==> config.mk <==
export PLATFORM = sky130hd
export DESIGN_NAME = eject_arbiter
export DESIGN_NICKNAME = d
export VERILOG_FILES = /design/src/rtl/eject_arbiter.sv
export SDC_FILE = /design/constraint.sdc
export NUM_CORES = 1
export LEC_CHECK = 0
export ABC_AREA = 1
export CORE_AREA = 2 2 61 63
export CTS_BUF_LIST = sky130_fd_sc_hd__clkbuf_16
export DETAILED_ROUTE_END_ITERATION = 8
export DIE_AREA = 0 0 63 65
export PLACE_DENSITY = 0.84
export SLEW_MARGIN = 25
export SYNTH_ARGS = -nofsm -noshare
export SYNTH_HDL_FRONTEND = slang
export SYNTH_SLANG_ARGS = --single-unit
==> constraint.sdc <==
create_clock -name clk -period 6.15 [get_ports clk]
set_input_delay 0.9225 -clock clk [delete_from_list [all_inputs] [get_ports clk]]
set_output_delay 0.9225 -clock clk [all_outputs]
set_load 0.01 [all_outputs]
==> src/rtl/eject_arbiter.sv <==
`default_nettype none
// ============================================================================
// Module      : eject_arbiter
// Description : Four-input packet-level round-robin ejection arbiter with a
//               one-deep registered output stage toward the local sink.
// Revision    : 1.0 - initial release
// ============================================================================

module eject_arbiter #(
   parameter int flitWidth = 8
) (
   input  logic                 clk,
   input  logic                 rst_n,
   input  logic                 match1,
   input  logic                 match2,
   input  logic                 match3,
   input  logic                 match4,
   input  logic                 valid1,
   input  logic                 valid2,
   input  logic                 valid3,
   input  logic                 valid4,
   input  logic [flitWidth-1:0] data1,
   input  logic [flitWidth-1:0] data2,
   input  logic [flitWidth-1:0] data3,
   input  logic [flitWidth-1:0] data4,
   input  logic                 tail1,
   input  logic                 tail2,
   input  logic                 tail3,
   input  logic                 tail4,
   output logic                 ack1,
   output logic                 ack2,
   output logic                 ack3,
   output logic                 ack4,
   output logic                 out_valid,
   output logic [flitWidth-1:0] out_data,
   output logic                 out_tail,
   input  logic                 out_ready
);

   typedef enum logic [0:0] {
      ST_IDLE   = 1'b0,
      ST_LOCKED = 1'b1
   } state_t;

   logic [3:0]           valid_v;
   logic [3:0]           match_v;
   logic [3:0]           tail_v;
   logic [3:0]           req_v;
   logic [flitWidth-1:0] data_v [4];

   assign valid_v   = {valid4, valid3, valid2, valid1};
   assign match_v   = {match4, match3, match2, match1};
   assign tail_v    = {tail4, tail3, tail2, tail1};
   assign data_v[0] = data1;
   assign data_v[1] = data2;
   assign data_v[2] = data3;
   assign data_v[3] = data4;
   assign req_v     = valid_v & match_v;

   state_t               state_q, state_d;
   logic [1:0]           rr_ptr_q, rr_ptr_d;
   logic [1:0]           owner_q, owner_d;
   logic                 out_valid_q, out_valid_d;
   logic                 out_tail_q, out_tail_d;
   logic [flitWidth-1:0] out_data_q, out_data_d;

   logic                 accept;
   logic                 consume;
   logic [1:0]           sel;
   logic                 rr_found;
   logic [1:0]           rr_sel;
   logic [3:0]           ack_v;

   // The output register can take a new flit when empty or draining this cycle.
   assign accept = !out_valid_q || out_ready;

   always_comb begin
      rr_found = 1'b0;
      rr_sel   = rr_ptr_q;
      for (int k = 0; k < 4; k++) begin
         if (!rr_found && req_v[rr_ptr_q + 2'(k)]) begin
            rr_found = 1'b1;
            rr_sel   = rr_ptr_q + 2'(k);
         end
      end
   end

   always_comb begin
      state_d     = state_q;
      rr_ptr_d    = rr_ptr_q;
      owner_d     = owner_q;
      out_valid_d = out_valid_q;
      out_data_d  = out_data_q;
      out_tail_d  = out_tail_q;
      consume     = 1'b0;
      sel         = owner_q;

      case (state_q)
         ST_IDLE: begin
            if (accept && rr_found) begin
               consume = 1'b1;
               sel     = rr_sel;
            end
         end
         ST_LOCKED: begin
            // Body and tail flits follow the header, so match is not required.
            if (accept && valid_v[owner_q]) begin
               consume = 1'b1;
               sel     = owner_q;
            end
         end
         default: begin
            state_d = ST_IDLE;
         end
      endcase

      if (consume) begin
         out_valid_d = 1'b1;
         out_data_d  = data_v[sel];
         out_tail_d  = tail_v[sel];
         if (tail_v[sel]) begin
            state_d  = ST_IDLE;
            rr_ptr_d = sel + 2'd1;
         end else begin
            state_d  = ST_LOCKED;
            owner_d  = sel;
         end
      end else if (out_ready) begin
         out_valid_d = 1'b0;
      end
   end

   // Reset gates the acks so upstream never pops while the arbiter is held.
   assign ack_v = (consume && rst_n) ? (4'b0001 << sel) : 4'b0000;

   assign ack1      = ack_v[0];
   assign ack2      = ack_v[1];
   assign ack3      = ack_v[2];
   assign ack4      = ack_v[3];
   assign out_valid = out_valid_q;
   assign out_data  = out_data_q;
   assign out_tail  = out_tail_q;

   always_ff @(posedge clk or negedge rst_n) begin
      if (!rst_n) begin
         state_q     <= ST_IDLE;
         rr_ptr_q    <= 2'd0;
         owner_q     <= 2'd0;
         out_valid_q <= 1'b0;
         out_data_q  <= '0;
         out_tail_q  <= 1'b0;
      end else begin
         state_q     <= state_d;
         rr_ptr_q    <= rr_ptr_d;
         owner_q     <= owner_d;
         out_valid_q <= out_valid_d;
         out_data_q  <= out_data_d;
         out_tail_q  <= out_tail_d;
      end
   end

`ifndef SYNTHESIS
   a_ack_onehot : assert property (@(posedge clk) disable iff (!rst_n)
      $onehot0(ack_v));

   a_hold_stable : assert property (@(posedge clk) disable iff (!rst_n)
      (out_valid_q && !out_ready) |=> ($stable(out_data_q) && $stable(out_tail_q) && out_valid_q));

   a_ack_needs_valid : assert property (@(posedge clk) disable iff (!rst_n)
      ((ack_v & ~valid_v) == 4'b0000));
`endif

endmodule

`default_nettype wire

==> flow_metrics.py <==
metrics = {
    "min_path": {
        "hp-class": "reg -> reg",
    },
    "sta": {
        "tightest_slew_ps": 703,
        "setup_viol": 0,
        "fin_hold_ws_ps": 484,
        "fmax_ghz": 0.218,
        "finalCriticalPeriod_ps": 4590,
        "fin_worst_skew_ps": 6.19,
        "slew_viol_final": 0,
        "rsz0062_at_grt": "no",
        "slew_headroom_pct": 53.0,
        "fin_setup_tns_ps": 0,
        "post-route-period-util_pct": 74.6,
        "hold_viol_final": 0,
    },
    "worst_setup_path": {
        "r2r_cells": 14,
        "r2r-start": "rr_ptr_q[0]",
        "cp.required_ps": 5230,
        "crit_slowest_cell": "clkdlybuf4s50_1",
        "worst_path_most_repeated_cell": "nand2_1",
        "crit_end": "ack1",
        "slowest_delay_ps": 550,
        "setup.worst_path.start": "valid3",
        "endpoint_kind": "output pin",
        "cp.arrival_ps": 3670,
        "critPathLaunchType": "input port",
        "path_cells": "clkdlybuf4s50_1 -> nand3_1 -> nand2_1 -> nand2_1 -> nand2_2 -> nand3_2 -> nand2_1 -> nand2_1 -> nand2_1 -> nand2_1 -> a21oi_2 -> ha_1 -> inv_1 -> nor2_1 -> clkdlybuf4s50_1",
        "critPathKind": "in -> out",
        "regToRegSetupSlack_ps": 3410,
        "timing.rr.end": "rr_ptr_q[1]",
        "path_max_fanout": 12,
    },
    "cts": {
        "insertion_delay_ps": 240,
        "cts-root-buf": "clkbuf_16",
        "cts_resized": 0,
        "cts_buffers": 3,
        "cts_setup_buffers": 0,
        "cts_hold_buf": 0,
        "cts_buffer_depth": 2,
        "clkTransAtPathRegs_ps": 40,
        "cts_tree": "built",
        "clkSinkCount": 15,
        "htree_levels": 1,
    },
    "floorplanning": {
        "die_x_um": 63,
        "die_y_um": 65,
        "coreArea_um2": 3500,
        "initial_core_util_pct": 45.6,
        "io_pins": 61,
        "die-area_um2": 4100,
        "rows": 22,
    },
    "synth": {
        "synth.area.mux_share_pct": 0,
        "syn_nets": 326,
        "synthCells": 275,
        "synth_compound_area_share_pct": 3.93,
        "synth_fa_ha_area_share_pct": 3.14,
        "synth-simple-area-share_pct": 55.1,
        "post_synth_xor_area_fraction_pct": 0,
        "yosysSeqAreaShare_pct": 23.6,
        "yosysWarnings": 0,
        "syn_avg_cell_area_um2": 5.79,
        "synth.distinct_cells": 22,
        "synth_seq_cells": 15,
        "syn_area_um2": 1590,
        "synth_top_family_by_area": "simple AND/OR/NAND/NOR gates",
    },
    "grt": {
        "track_usage_pct": 21.7,
        "grt_max_degree": 33,
        "grt_overflow": 0,
        "grt_pass1_vias": 1708,
        "antenna_found_initial": 0,
        "grt_pass1_wl_mm": 7.31,
    },
    "finish": {
        "layout-drive-gt1-share_pct": 8.51,
        "fin_nets": 381,
        "final_cell_mix": "127 x nand2_1, 60 x clkdlybuf4s50_1, 37 x nand3_1, 36 x inv_1, 15 x dfrtp_1",
        "syn2layout_area_growth_pct": 41.9,
        "diodes": 0,
        "final_common_cell": "nand2_1",
    },
    "power_and_ir_drop": {
        "power_w": 0.00125,
        "powerDensity_nw_per_um2": 554,
        "irDropWorstVdd_uv": 306,
        "p_leak_nw": 1.25,
    },
    "status": {
        "status": "finished, final reports clean",
    },
    "routing": {
        "vias": 1857,
        "firstDrtPassIters": 4,
        "drc": 0,
        "drt_iter0_drc": 192,
        "wirelength_mm": 4.32,
        "final_antenna_net_count": 0,
        "avgRoutedWirePerCell_um": 11.5,
        "avgViaCountPerCell": 4.93,
    },
    "place": {
        "port_buffers": 60,
        "gp_congestion": 0.951,
        "post-dp-hpwl_mm": 3.39,
    },
    "flow_run": {
        "maxCapViolCount": 0,
    },
}
## state kept, by name (all words and copies together), names as in the netlist
register and count:
out_data 8, owner_q 2, rr_ptr_q 2, out_tail 1, out_valid 1, state_q 1
## power breakdown
group | total, W | internal, W | leakage [nW] | switching, W
Sequential | 0.000205 | 0.000152 | 0.186 | 0.0000531
Clock | 0.000123 | 0.0000865 | 0.0409 | 0.0000362
Combinational | 0.000925 | 0.000331 | 1.02 | 0.000594
Total | 0.00125 | 0.000569 | 1.25 | 0.000684
## per-layer routing
layer  vias up  share of wire, %  GRT usage, %
li1        954                 -             -
met1       837                42          26.8
met2        58                51          38.8
met3         8               5.3          3.65
met4         0               1.6          6.11
met5         -                 0             0
## how the worst min path moves through the flow
stage / to / cells after the start / startpoint
3_3_place_gp: out_data[4] / 2 / out_data[4]
4_1_cts: out_data[1] / 2 / out_data[1]
5_1_grt: out_data[1] / 2 / out_data[1]
3_5_place_dp: out_data[1] / 2 / out_data[1]
6_report: out_data[1] / 2 / out_data[1]
2_1_floorplan: state_q / 2 / state_q
## critical path: cells and delay by family
| family | cells | cell delay [ps] |
|---|---|---|
| adders and majority gates | 1 | 250 |
| and+or+nand+nor | 10 | 890 |
| AOI/OAI and AO/OA | 1 | 510 |
| buffers and inverters | 3 | 1110 |
## synthesized netlist by cell type
cell type  count  share of area, %
a21oi_2        1              0.55
buf_2          2              0.63
buf_4          5               2.4
buf_6          2               1.4
clkbuf_1       1              0.24
dfrtp_1       15                24
ha_1           4               3.1
inv_1         36               8.5
inv_2          5               1.2
nand2_1      127                30
nand2_2        7               2.7
nand2_4        3               2.1
nand3_1       37                12
nand3_2        5               3.1
nand3b_4       1               1.3
nand4_1        2              0.79
nor2_1        10               2.4
nor2_2         1              0.39
nor2_4         1              0.71
o21ai_0        1              0.31
o21ai_1        8               2.5
o32ai_1        1              0.55
## cells by family after synthesis
group                    after synthesis
buffers and inverters                 51
adder cells (fa/ha/maj)                4
AND/OR/NAND/NOR                      194
flip-flops                            15
AO/OA/AOI/OAI                         11
## metrics by stage
stage / worst slack (ps) / cells / util [%] / area, µm²
after global routing: 1330 / 377 / 64.6 / 2260
final: 1560 / 377 / 64.6 / 2260
after detailed placement: 1570 / 373 / 62.3 / 2180
after floorplan: 2980 / 275 / - / 1590
after global placement: 1680 / 373 / 62.3 / 2180
after CTS: 1570 / 377 / 64.6 / 2260
## layout make-up
cell class | instances | area, µm²
Timing Repair Buffer | 60 | 601
Sequential cell | 15 | 375
Clock inverter | 1 | 5.00
Clock buffer | 3 | 75.1
Tap cell | 48 | 60.1
Fill cell | 349 | 1240
Inverter | 41 | 154
Multi-Input combinational cell | 209 | 990
(Power assumes the default switching activity.)
==> variant 1, RTL diff (same flow settings) <==
Change the parameter `flitWidth` from 8 to 6.
--- a/src/rtl/eject_arbiter.sv
+++ b/src/rtl/eject_arbiter.sv
@@ -7,7 +7,7 @@
 // ============================================================================
 
 module eject_arbiter #(
-   parameter int flitWidth = 8
+   parameter int flitWidth = 6
 ) (
    input  logic                 clk,
    input  logic                 rst_n,
Ports: changed (5 resized); port bits go from 61 to 51. The function was not compared with the original's and may differ.
==> variant 1 against the unedited design <==
- clock skew is 1.2 ps lower
- sequential cell count is 2 lower
- utilization is 7.2 points lower
- power is 12% lower
- synthesized area is 10% lower
- largest power group unchanged
- cell area is 11% lower
- routed wire length is 12% lower
- synthesized cell count is 13% lower
- via count is 12% lower
- register-to-register slack worse by 330 ps
- setup slack worse by 310 ps
- final cell count is 12% lower
- global-route usage is 2.6 points lower
==> variant 1: results (changes against the unedited design) <==
- WL met2: 1.92 mm (-12%)
- I/O Buffers: 50 (-17%)
- Adder-Cell Fraction of Synth Area: 3.50% (+0.36 points)
- Ranking of synthesized cells by area: dfrtp_1 (23%), nand2_1 (23%), nand3_1 (15%)
- Vias: 1634 (-12%)
- Routed len/inst: 11.5 um (+0.53%)
- Commonest cells in the netlist: nand2_1 (86), nand3_1 (43), inv_1 (26)
- Inst Count DP: 327 (-12%)
- Via/cell ratio: 4.94 (+0.22%)
- Area after DPL: 1930 um^2 (-12%)
- Clock share of power: 10.8% (+1.0 points)
- Routed met3 length: 253 um (+11%)
- Met1 GRT Util: 22.5% (-4.2 points)
- ANT cells: 0 (unchanged)
- Final Skew: 4.99 ps (-1.20 ps)
- Met3 Use GR: 3.30% (-0.35 points)
- R2R setup slack: 3080 ps (-330 ps)
- Max Fanout on Critical Path: 26 (+14)
- Dpl hpwl: 2.93 mm (-13%)
- Hold_ws: 526 ps (+42.2 ps)
- Status: completed
- Met2 GRT Util: 34.8% (-4.0 points)
- FF+latch count: 13 (-2)
- Non-clock buffer count: 50 (-17%)
- First-pass GRT wire length: 6.37 mm (-13%)
- Fraction of registers with async set/reset: 100% (unchanged)
- Max rail drop VDD: 281 uV (-8.2%)
- Ratio of cells with drive above 1 in the final layout: 9.54% (+1.0 points)
- Critical Path Start Type: primary input
- Leak: 1.03 nW (-17%)
- GRT Total Usage: 19.0% (-2.6 points)
- Min-delay src: owner_q[0]
- Fraction of area in multi-input gates: 46.3% (+2.5 points)
- Pre-CTS setup slack: 1290 ps (-279 ps)
- DRT iter0 DRCs: 103 (-46%)
- Post-synth net total: 281 (-14%)
- P_int: 0.000511 W (-10%)
- ClkCell Share: 3.93% (+0.38 points)
- Slowest cell on crit path: clkdlybuf4s50_1
- Tightest Pin Transition: 606 ps (-97.1 ps)
- Hold path endpoint: owner_q[0]
- Worst path arrival time: 3980 ps (+310 ps)
- # resized after CTS: 0 (unchanged)
- Max FFs per register: 6 (-2)
- Cell variety after synth: 21 (-4.5%)
- Complex-gate fraction of the synthesized area: 5.07% (+1.1 points)
- Largest net degree at the start of global routing: 27 (-18%)
- Seq area share: 16.2% (-0.40 points)
- Post-Syn Area per Cell: 6.01 um^2 (+3.7%)
- Inverters: 30 (-27%)
- Buffering overhead: 24.9% (-1.6 points)
- Wl on met1: 1.57 mm (-14%)
- Fillers: 354 (+1.4%)
- Sequential Power Share: 16.1% (-0.3 points)
- Final Wtd Congestion: 0.908 (-4.5%)
- #MultiIn Comb: 186 (-11%)
- Sequential share of the synthesized area: 22.7% (-0.82 points)
==> variant 1: cell count changes after synthesis, moves of 2 or more <==
cell      before  now
nand3b_1       0    6
inv_1         36   26
buf_2          2    5
nand3_1       37   43
nor2_1        10   15
buf_4          5    2
nand2_1      127   86
o21ai_0        1    4
o21ai_1        8    6
dfrtp_1       15   13
==> variant 1: stage by stage <==
step / utilization, % / total power [W]
after floorplan: - / 0.000790
after global placement: 55.2 / 0.000960
after detailed placement: 55.2 / 0.000972
after CTS: 57.4 / 0.00110
after global routing: 57.4 / 0.00122
final: 57.4 / 0.00110
==> variant 1: worst max path at each step <==
stage,to,depth (start not counted),startpoint,slack (ps)
after floorplan,ack1,13,valid3,2930
after global placement,ack2,16,valid4,1350
after detailed placement,ack2,16,valid4,1290
after CTS,ack2,15,valid4,1280
after global routing,ack2,15,valid4,950
final,ack2,15,valid4,1250
==> variant 2, RTL diff (config.mk and constraints unchanged) <==
Without the edit above. Reset style: synchronous (`rst_n`), changed in one clocked block.
--- a/src/rtl/eject_arbiter.sv
+++ b/src/rtl/eject_arbiter.sv
@@ -141,7 +141,7 @@
    assign out_data  = out_data_q;
    assign out_tail  = out_tail_q;
 
-   always_ff @(posedge clk or negedge rst_n) begin
+   always_ff @(posedge clk) begin
       if (!rst_n) begin
          state_q     <= ST_IDLE;
          rr_ptr_q    <= 2'd0;
Function: differs if rst_n is asserted again (counterexample within 4 cycles, from zero or initial values and one cycle with rst_n low); with rst_n held inactive, the same outputs for 10 cycles.
==> variant 2 against the unedited design <==
- final cell count fell by 2.1%
- count of clock-buffer cells in the layout did not move
- setup slack got worse by 120 ps
- clock skew fell by 4.2 ps
- fmax fell by 2.5%
- worst hold slack got worse by 4.8 ps
- cell area fell by 1.2%
- first-iteration DRC count fell by 33%
- synthesized area fell by 0.94%
- power fell by 12%
- routed wire length fell by 4.7%
- sequential cell count did not move
- non-clock buffer count did not move
- critical path type unchanged
- critical endpoint is now ack2
- largest power group unchanged
==> variant 2: results (changes against the unedited design) <==
- Cell variety after synth: 24 (+9.1%)
- Post-synth EDFFs: 0 (unchanged)
- Top FF cell, synth: dfxtp_1
- Max FFs per register: 8 (unchanged)
- # resized after CTS: 0 (unchanged)
- Reg clk slew, reported paths: 50 ps
- Initial antenna violation count: 0 (unchanged)
- Fraction of registers with async set/reset: 0% (-100 points)
- Vias in the first global route: 1559 (-8.7%)
- Max Buffers Root-to-Sink: 2 (unchanged)
- First-pass GRT wire length: 6.73 mm (-7.8%)
- GRT Total Usage: 20.6% (-1.1 points)
- Max Fanout on Critical Path: 40 (+28)
- Commonest cells in the netlist: nand2_1 (72), inv_1 (51), nand3_1 (33)
- TritonCTS buffer count: 3 (unchanged)
- Worst path arrival time: 3790 ps (+120 ps)
- Final nets: 373 (-2.1%)
- Dpl hpwl: 3.35 mm (-1.1%)
- Max rail drop VDD: 303 uV (-0.82%)
- Final Wtd Congestion: 0.960 (+0.91%)
- Max transition margin: 51.1% (-1.9 points)
- Ranking of synthesized cells by area: dfxtp_1 (19%), nand2_1 (17%), inv_1 (12%)
- Via/cell ratio: 4.85 (-1.6%)
- CTS Root Cell: clkbuf_16
- Clk_lat worst skew: 240 ps (about the same)
- DRT iter0 DRCs: 128 (-33%)
- Sw Share: 51.9% (-2.6 points)
- Number of setup buffers added after CTS: 0 (unchanged)
- Area after DPL: 2150 um^2 (-1.2%)
- First drt pass iteration count: 4 (unchanged)
- Post-synth net total: 319 (-2.1%)
- I/O Buffers: 60 (unchanged)
- Leak: 1.15 nW (-7.5%)
- Worst hold path type: register to register
- Ratio of cells with drive above 1 in the final layout: 9.97% (+1.5 points)
- Largest net degree at the start of global routing: 41 (+24%)
- Status: completed
- CTS H-Tree Depth: 1 (unchanged)
- Synth warn: 0 (unchanged)
- WL final: 4.12 mm (-4.7%)
- ANT cells: 0 (unchanged)
- Final Skew: 2.04 ps (-4.16 ps)
- Sequential share of the synthesized area: 19.0% (-4.5 points)
-- variant 2: cell count changes after synthesis, sizes merged --
cell	before	now
dfrtp	15	0
nor2	12	15
o211ai	0	9
nand2	137	83
nand3	42	41
nand4	2	3
o22ai	0	1
o21ai	9	19
o32ai	1	0
dfxtp	0	15
a21oi	1	11
inv	41	55
clkbuf	1	2
-- variant 2: worst max-delay path, cell delays in order --
cell and delay [ps]:
clkdlybuf4s50_1 540, nand3_1 120, nand3_1 160, nand2_1 120
nand2_1 90, nand2_1 50, nand2_1 60, nand2_1 60
nand2_2 80, nand2_4 70, nand2_2 500, inv_1 190
ha_1 250, inv_1 50, nor2_1 40, clkdlybuf4s50_1 480
-- variant 2: metal layers --
layer	vias to the layer above	share of wire [%]	global-route usage, %
met3	6	7.6	6.42
met2	56	51	40.7
met1	769	40	21.4
met5	-	0	0
li1	957	-	-
met4	0	0.97	3.06
-- variant 2: layout make-up --
type | count | area, um^2
Sequential cell | 15 | 300
Clock buffer | 3 | 75.1
Clock inverter | 1 | 5.00
Inverter | 55 | 206
Multi-Input combinational cell | 187 | 986
Timing Repair Buffer | 60 | 601
Fill cell | 332 | 1260
Tap cell | 48 | 60.1
-- variant 2: logic make-up (layout without fill, tap and decap cells) --
logic type | after synthesis | count (layout) | synth area share (%)
AO/OA/AOI/OAI | 40 | 40 | 14.7
buffers and inverters | 66 | 119 | 18.5
adder cells (fa/ha/maj) | 4 | 4 | 3.17
AND/OR/NAND/NOR | 143 | 143 | 44.6
flip-flops | 15 | 15 | 19.0
-- variant 2: through the flow --
stage	util, %	total power, W	hold WS [ps]	cells	worst slack [ps]
after global routing	63.9	0.00123	499	369	1240
final	63.9	0.00111	479	369	1440
after CTS	63.9	0.00112	481	369	1460
after detailed placement	61.6	0.000990	473	365	1460
after floorplan	-	0.000829	456	268	2920
after global placement	61.6	0.000976	473	365	1550
-- variant 2: final timing paths --
| path | endpoint | from | depth (start not counted) | slack (ps) |
|---|---|---|---|---|
| hold / removal | state_q | state_q | 2 | 480 |
| setup reg to reg | rr_ptr_q[1] | rr_ptr_q[0] | 16 | 3050 |
| setup / recovery | ack2 | valid4 | 16 | 1440 |
| hold reg to reg | state_q | state_q | 2 | 480 |
-- variant 2: power by group through the flow --
stage | logic [W] | registers (W) | clock network [W]
4_1_cts | 0.000825 | 0.000167 | 0.000126
3_3_place_gp | 0.000809 | 0.000168 | 0
3_5_place_dp | 0.000822 | 0.000168 | 0
2_1_floorplan | 0.000661 | 0.000168 | 0
5_1_grt | 0.000925 | 0.000171 | 0.000132
6_report | 0.000817 | 0.000167 | 0.000123
